## config.mk

```make
export PLATFORM = sky130hd
export DESIGN_NAME = pipelined_adder
export DESIGN_NICKNAME = d
export VERILOG_FILES = /design/src/rtl/pipelined_adder.sv
export SDC_FILE = /design/constraint.sdc
export NUM_CORES = 1
export LEC_CHECK = 0
export ABC_CLOCK_PERIOD_IN_PS = 2090
export BUFFER_PORTS_ARGS = -buffer_cell sky130_fd_sc_hd__buf_2
export CAP_MARGIN = 20
export CORE_MARGIN = 2
export CORE_UTILIZATION = 35
export DETAILED_ROUTE_END_ITERATION = 10
export GPL_ROUTABILITY_DRIVEN = 0
export PLACE_DENSITY = 0.65
export SLEW_MARGIN = 20
export SYNTH_ARGS = -nofsm -noshare
export SYNTH_HDL_FRONTEND = slang
export SYNTH_SLANG_ARGS = --single-unit
```

## constraint.sdc

```tcl
create_clock -name clk -period 2.09 [get_ports clk]
set_input_delay 0.1045 -clock clk [delete_from_list [all_inputs] [get_ports clk]]
set_output_delay 0.1045 -clock clk [all_outputs]
set_load 0.02 [all_outputs]
```

## src/rtl/pipelined_adder.sv

```systemverilog
// Pipelined ripple-carry add/subtract unit: STAGES carry segments of CHUNK bits,
// valid/ready handshake on both sides, fixed latency of STAGES cycles.
module pipelined_adder #(
    parameter int WIDTH  = 16,
    parameter int STAGES = 4
) (
    input  logic             clk,
    input  logic             rst,
    input  logic             in_valid,
    output logic             in_ready,
    input  logic [WIDTH-1:0] A,
    input  logic [WIDTH-1:0] B,
    input  logic             Cin,
    input  logic             Sub,
    output logic             out_valid,
    input  logic             out_ready,
    output logic [WIDTH-1:0] S,
    output logic             Cout,
    output logic             Ovf
);
    localparam int CHUNK = WIDTH / STAGES;
    localparam int LAST  = STAGES - 1;

    if (WIDTH < 1 || STAGES < 1 || (WIDTH % STAGES) != 0) begin : g_bad_params
        $error("pipelined_adder: STAGES must be >= 1 and divide WIDTH exactly");
    end

    logic             r_out_valid;
    logic [WIDTH-1:0] r_s;
    logic             r_cout;
    logic             r_ovf;
    logic             w_advance;

    // A full output register only blocks the pipe while the consumer refuses it.
    assign w_advance = !r_out_valid || out_ready;
    assign in_ready  = w_advance;

    for (genvar k = 0; k < STAGES; k++) begin : g_stg
        localparam int LO  = k * CHUNK;
        localparam int REM = WIDTH - LO;

        logic [REM-1:0]      w_a_src;
        logic [REM-1:0]      w_b_src;
        logic                w_c_src;
        logic                w_sub_src;
        logic                w_v_src;
        logic [CHUNK:0]      w_sum;
        logic [LO+CHUNK-1:0] w_s_next;

        assign w_sum = {1'b0, w_a_src[CHUNK-1:0]}
                     + {1'b0, w_b_src[CHUNK-1:0]}
                     + {{CHUNK{1'b0}}, w_c_src};

        if (k == 0) begin : g_src
            // Subtraction is folded into the operands here: A + ~B + ~Cin.
            assign w_a_src   = A;
            assign w_b_src   = Sub ? ~B : B;
            assign w_c_src   = Cin ^ Sub;
            assign w_sub_src = Sub;
            assign w_v_src   = in_valid;
            assign w_s_next  = w_sum[CHUNK-1:0];
        end else begin : g_src
            assign w_a_src   = g_stg[k-1].g_reg.r_a;
            assign w_b_src   = g_stg[k-1].g_reg.r_b;
            assign w_c_src   = g_stg[k-1].g_reg.r_c;
            assign w_sub_src = g_stg[k-1].g_reg.r_sub;
            assign w_v_src   = g_stg[k-1].g_reg.r_v;
            assign w_s_next  = {w_sum[CHUNK-1:0], g_stg[k-1].g_reg.r_s};
        end

        if (k < LAST) begin : g_reg
            logic [REM-CHUNK-1:0] r_a;
            logic [REM-CHUNK-1:0] r_b;
            logic [LO+CHUNK-1:0]  r_s;
            logic                 r_c;
            logic                 r_sub;
            logic                 r_v;

            // Segment register: unresolved upper operands, resolved lower sum, carry.
            always_ff @(posedge clk) begin
                if (rst) begin
                    r_a   <= '0;
                    r_b   <= '0;
                    r_s   <= '0;
                    r_c   <= 1'b0;
                    r_sub <= 1'b0;
                    r_v   <= 1'b0;
                end else if (w_advance) begin
                    r_a   <= w_a_src[REM-1:CHUNK];
                    r_b   <= w_b_src[REM-1:CHUNK];
                    r_s   <= w_s_next;
                    r_c   <= w_sum[CHUNK];
                    r_sub <= w_sub_src;
                    r_v   <= w_v_src;
                end
            end
        end
    end

    logic w_last_cout_raw;
    logic w_last_c_msb;

    assign w_last_cout_raw = g_stg[LAST].w_sum[CHUNK];
    assign w_last_c_msb    = g_stg[LAST].w_a_src[CHUNK-1]
                           ^ g_stg[LAST].w_b_src[CHUNK-1]
                           ^ g_stg[LAST].w_sum[CHUNK-1];

    // Final segment lands directly in the output register; borrow is the inverted carry.
    always_ff @(posedge clk) begin
        if (rst) begin
            r_out_valid <= 1'b0;
            r_s         <= '0;
            r_cout      <= 1'b0;
            r_ovf       <= 1'b0;
        end else if (w_advance) begin
            r_out_valid <= g_stg[LAST].w_v_src;
            r_s         <= g_stg[LAST].w_s_next;
            r_cout      <= w_last_cout_raw ^ g_stg[LAST].w_sub_src;
            r_ovf       <= w_last_c_msb ^ w_last_cout_raw;
        end
    end

    assign out_valid = r_out_valid;
    assign S         = r_s;
    assign Cout      = r_cout;
    assign Ovf       = r_ovf;

endmodule

```

Word level (Yosys, flattened, before mapping)
Index checks and enable logic that the tools add are counted.
W data, S select, Z words.
{ "op_classes": {"n_addsub": 8, "multipliers": 0, "div_mod_pow": 0, "n_lt_le_gt_ge": 0, "eq_ne": 0, "n_shift": 0, "n_mux": 1, "bitwise": 6, "reduce_logical": 2} }
{ "op_table": {"columns": ["cell", "n"], "rows": [
  ["$add A4 B4 Y5", 4],
  ["$add A5 B1 Y5", 4],
  ["$mux W16", 1],
  ["$not A16 Y16", 1],
  ["$xor A1 B1 Y1", 5],
  ["$logic_not A1 Y1", 1],
  ["$logic_or A1 B1 Y1", 1]
]} }
{ "totals": {"register_bits": 100, "latchBits": 0, "ram_bits": 0, "rom_bits": 0, "in_bits": 38, "memories": 0} }

Depth between registers and ports, before layout
{ "depth": {"word_depth": 4, "mapped_depth": 8} }

Worst setup path before layout
No wires, ideal clock.
{ "synth_path": {"kind": "input to register", "from": "in Sub", "to": "reg g_stg[0].g_reg.r_c", "setup_time_ps": 132, "t_arrival_ps": 1903, "t_required_ps": 1958, "slack_ps": 55, "path_stages": 8, "path_buffers": 2, "cell_sequence": "buf_4 -> buf_4 -> xor2_1 -> fa_1 -> fa_1 -> a21o_1 -> a211oi_1 -> nor3_1"} }
{ "synth_between": {"elab_chain_len": 3, "elab_cells_between_ends": 4, "classes_between": "add/sub (2); mux (1); bitwise (1)"} }
{ "synth_lines": {"columns": ["item", "line_no", "text"], "rows": [
  ["start, declared", "14", "input logic Sub,"],
  ["$mux W16", "57", "assign w_b_src = Sub ? ~B : B;"],
  ["$add A4 B4 Y5", "51", "+ {1'b0, w_b_src[CHUNK-1:0]}"],
  ["$add A5 B1 Y5 *", "52", "+ {{CHUNK{1'b0}}, w_c_src};"],
  ["end signal, assigned", "92", "r_c <= w_sum[CHUNK];"],
  ["end, declared", "75", "logic r_c;"]
]} }
Every way passes the cells marked *; elsewhere a longest branch is shown, timed or not.
A chain may end at the register's enable or synchronous reset.

Worst setup path after layout
{ "layout_path": {"from": "reg g_stg[2].g_reg.r_a[0]", "to": "reg r_ovf (netlist: Ovf)"} }
{ "layout_between": {"elab_chain_len": 4} }
{ "layout_lines": {"columns": ["item", "line_no", "text"], "rows": [
  ["start, declared", "72", "logic [REM-CHUNK-1:0] r_a;"],
  ["start signal, assigned", "89", "r_a <= w_a_src[REM-1:CHUNK];"],
  ["$add A4 B4 Y5 *", "51", null],
  ["$add A5 B1 Y5 *", "52", null],
  ["$xor A1 B1 Y1", "106", "^ g_stg[LAST].w_sum[CHUNK-1];"],
  ["$xor A1 B1 Y1 *", "119", "r_ovf <= w_last_c_msb ^ w_last_cout_raw;"],
  ["end signal, assigned", "119", null],
  ["end, declared", "31", "logic r_ovf;"]
]} }
Marked as above.

==> results by group <==
Pwr
  • PD cells: 847 nW/um2
  • Lkg Pwr: 2.06 nW
  • Design Power: 0.00417 W
  • Peak supply drop: 0.330 mV

Setup path
  • Crit path kind: register to register
  • RR Startpoint: g_stg[2].g_reg.r_a[0]
  • RR Endpoint: Ovf
  • CP top delay family: adder cells
  • R2R setup slack: 0.16 ns
  • Crit path DAT: 2.14 ns
  • CP startpoint: g_stg[2].g_reg.r_a[0]
  • Worst path bufs/invs: 0
  • CP Depth: 6
  • Critical Path Start Type: register
  • Reg2reg path depth: 6
  • Most frequent CP cell: fa_1
  • Worst path slowest cell: fa_1
  • CP Cell Sequence: fa_1 > fa_1 > a21o_1 > a21oi_2 > xnor2_1 > a211oi_2
  • Largest stage delay, worst path: 0.45 ns
  • CP Max Fanout: 2
  • WP data required: 2.30 ns
  • Crit path capture type: register

Detailed routing
  • WL/cell: 12.4 um
  • Total number of vias: 3142
  • Drt total wl: 8430 um
  • DR pass1 iterations: 4
  • Residual DRC count: 0
  • DR vias/cell: about 4.6
  • DR iter-0 viols: 142
  • ANT nets after route: 0

Timing
  • Final setup viols: 0
  • Fin crit period: 1.93 ns
  • Setup TNS: 0 ns
  • Worst Skew: ~0.0074 ns
  • Worst Tran Pin Value: 0.613 ns
  • Max Clock Freq: about 520 MHz
  • Period utilisation layout: 0.926
  • Worst setup margin: 0.155 ns
  • Pins Over Slew Limit: 0
  • Hold Fails Final Rpt: 0
  • Relative slew slack: 0.591
  • RSZ-0062 raised after global routing: no

Synth
  • #FFs+latches synth: 100
  • Post-synthesis xor/xnor area fraction: 0.0498
  • Syn nets: 540
  • Mapped cell area: 4220 um2
  • Post-synthesis compound-gate area fraction: 0.167
  • Post-synthesis mux area share: 0
  • Post-synth cell types: 28
  • Most frequent cell after synthesis: nand2_1
  • Simple-gate share of the synthesized area: 0.183
  • Cell taking the most area after synthesis: dfxtp_1
  • EDFF count, synth: 0
  • Synthesized area per cell: between 8 and 9 um2
  • Cells after Synth: 482
  • Post-synthesis sequential area ratio: 0.474
  • Synthesized-area fraction occupied by adder cells: 0.0735
  • Synth top area share: 0.474
  • Syn. warnings: 0
  • Cells taking the most area after synthesis: dfxtp_1 (47%), nand2_1 (13%), a21oi_1 (9.1%), a211oi_2 (4.7%), fa_1 (3.8%)
  • Largest family of logic cells by synthesized area: simple AND/OR/NAND/NOR gates
  • Post-synth top flop: dfxtp_1
  • Commonest cells post-synth: nand2_1 (148), dfxtp_1 (100), a21oi_1 (77)
  • Post-synth ARST share: 0

GRT
  • Vias in the first global route: a little over 3000
  • Largest net degree at the start of global routing: 54
  • Total GRT Usage: 0.140
  • Antenna violations before repair: 0
  • Global route overflow: 0
  • First-pass GRT wire length: 14600 um

Hold path
  • HP Class: input port to register
  • Hold path cells: 3
  • Hold_sp: A[6]
  • Worst Hold End: g_stg[0].g_reg.r_a[2]

Finish
  • Antenna Cells: 0
  • Share of layout cells above drive strength 1: 0.189
  • Nets@finish: 586
  • Area grow syn2layout: 16.7%
  • Layout fillers: 1212

Placed design
  • HPWL after detailed placement: 5810 um
  • Port-buffer cells: 57
  • Pre-CTS WS: 0.162 ns

Clock network
  • Root buf cell: clkbuf_16
  • Post-CTS Setup Repair Bufs: 0
  • Cts bufs inserted: 9
  • Post-cts sizing count: 0
  • Worst-Skew Late Latency: 0.34 ns
  • Maximum clock path buffer count: 2
  • Num Clock Sinks: 100
  • Clock Pin Slew Worst Setup and Hold Paths: 0.06 ns
  • H-tree Lvls: 3
  • CTS tree: built

Die
  • Die Width: 114 um
  • Die ar.: 13000 um2
  • Core area: approximately 12000 um2
  • Die Y: 114 um
  • Initial Utilization: 0.355
  • Std cell rows: 40
  • # IOs: a little under 60

Run status
  • Status: completed

Job
  • MaxCap Viol Count: 0
-- cells by family after synthesis --
kind of cell	count (synthesis)
AOI/OAI and AO/OA	109
xor gates and xnor gates	24
adders and majority gates	20
buffers and inverters	40
DFF	100
and+or+nand+nor	189
-- repair_timing --
action                                  in CTS  in global routing
endpoints found under the setup margin       0                  0
endpoints found under the hold margin        4                  0
hold buffers                                 4                  0
-- report_power, final --
part,switching (W),internal [W]
Combinational,0.000229,0.000197
Sequential,0.0000726,0.00203
Clock,0.000683,0.000959
-- through the flow --
stage          area, um2  hold slack [ns]  std cells  utilization
6_report            4930           0.0105        680        0.414
5_1_grt             4930           0.0178        680        0.414
4_1_cts             4930          0.00261        680        0.414
3_5_place_dp        4590            0.357        660        0.385
3_3_place_gp        4590            0.352        660        0.385
2_1_floorplan       4220            0.245        482            -
-- registers in the layout (all words and copies together), names as in the netlist --
signal             cells
Cout                   1
Ovf                    1
S                     16
g_stg.g_reg.r_a       24
g_stg.g_reg.r_b       24
g_stg.g_reg.r_c        3
g_stg.g_reg.r_s       24
g_stg.g_reg.r_sub      3
g_stg.g_reg.r_v        3
out_valid              1
-- metal layers --
layer	wire (um)	track usage
met4	139	0.0537
met3	343	0.0372
met1	4240	0.186
met2	3700	0.218
met5	0	0
-- layout by cell type (no fill, tap or decap), types with 2 or more instances in the layout --
| cell type | netlist | layout |
|---|---|---|
| clkinv_2 | 0 | 2 |
| ha_1 | 12 | 12 |
| buf_12 | 0 | 2 |
| nand3_1 | 3 | 3 |
| buf_2 | 16 | 56 |
| a21oi_1 | 77 | 77 |
| inv_1 | 3 | 3 |
| nand3b_1 | 5 | 5 |
| fa_1 | 8 | 8 |
| xor2_1 | 7 | 7 |
| clkbuf_1 | 9 | 2 |
| a211oi_2 | 16 | 16 |
| a211oi_1 | 4 | 4 |
| a21oi_2 | 2 | 2 |
| buf_4 | 7 | 9 |
| or4_1 | 3 | 3 |
| dfxtp_1 | 100 | 100 |
| o31ai_1 | 2 | 2 |
| xnor2_1 | 17 | 17 |
| nor3_1 | 2 | 2 |
| nand2_1 | 148 | 148 |
| a21o_1 | 7 | 7 |
| nand4b_1 | 3 | 3 |
| nor2_1 | 23 | 23 |
| clkbuf_16 | 0 | 9 |
| dlygate4sd3_1 | 0 | 4 |
-- worst reg2reg max path: cells and delay by family (launching register included) --
kind | cells | cell delay [ns]
adders and majority gates | 2 | 0.87
AOI/OAI and AO/OA | 3 | 0.45
DFF | 1 | 0.33
xor gates and xnor gates | 1 | 0.15
-- cell type report --
| type | instances | area (um2) | area share |
|---|---|---|---|
| Multi-Input combinational cell | 342 | 2000 | 0.406 |
| Clock buffer | 12 | 246 | 0.0500 |
| Clock inverter | 4 | 48.8 | 0.00991 |
| Sequential cell | 100 | 2000 | 0.406 |
| Inverter | 4 | 17.5 | 0.00356 |
| Tap cell | 147 | 184 | 0.0373 |
| Timing Repair Buffer | 71 | 428 | 0.0869 |
-- worst max path at each step --
stage	to
2_1_floorplan	g_stg[0].g_reg.r_c
3_3_place_gp	Ovf
3_5_place_dp	Ovf
4_1_cts	Ovf
5_1_grt	Ovf
6_report	Ovf
(Power assumes the default switching activity.)
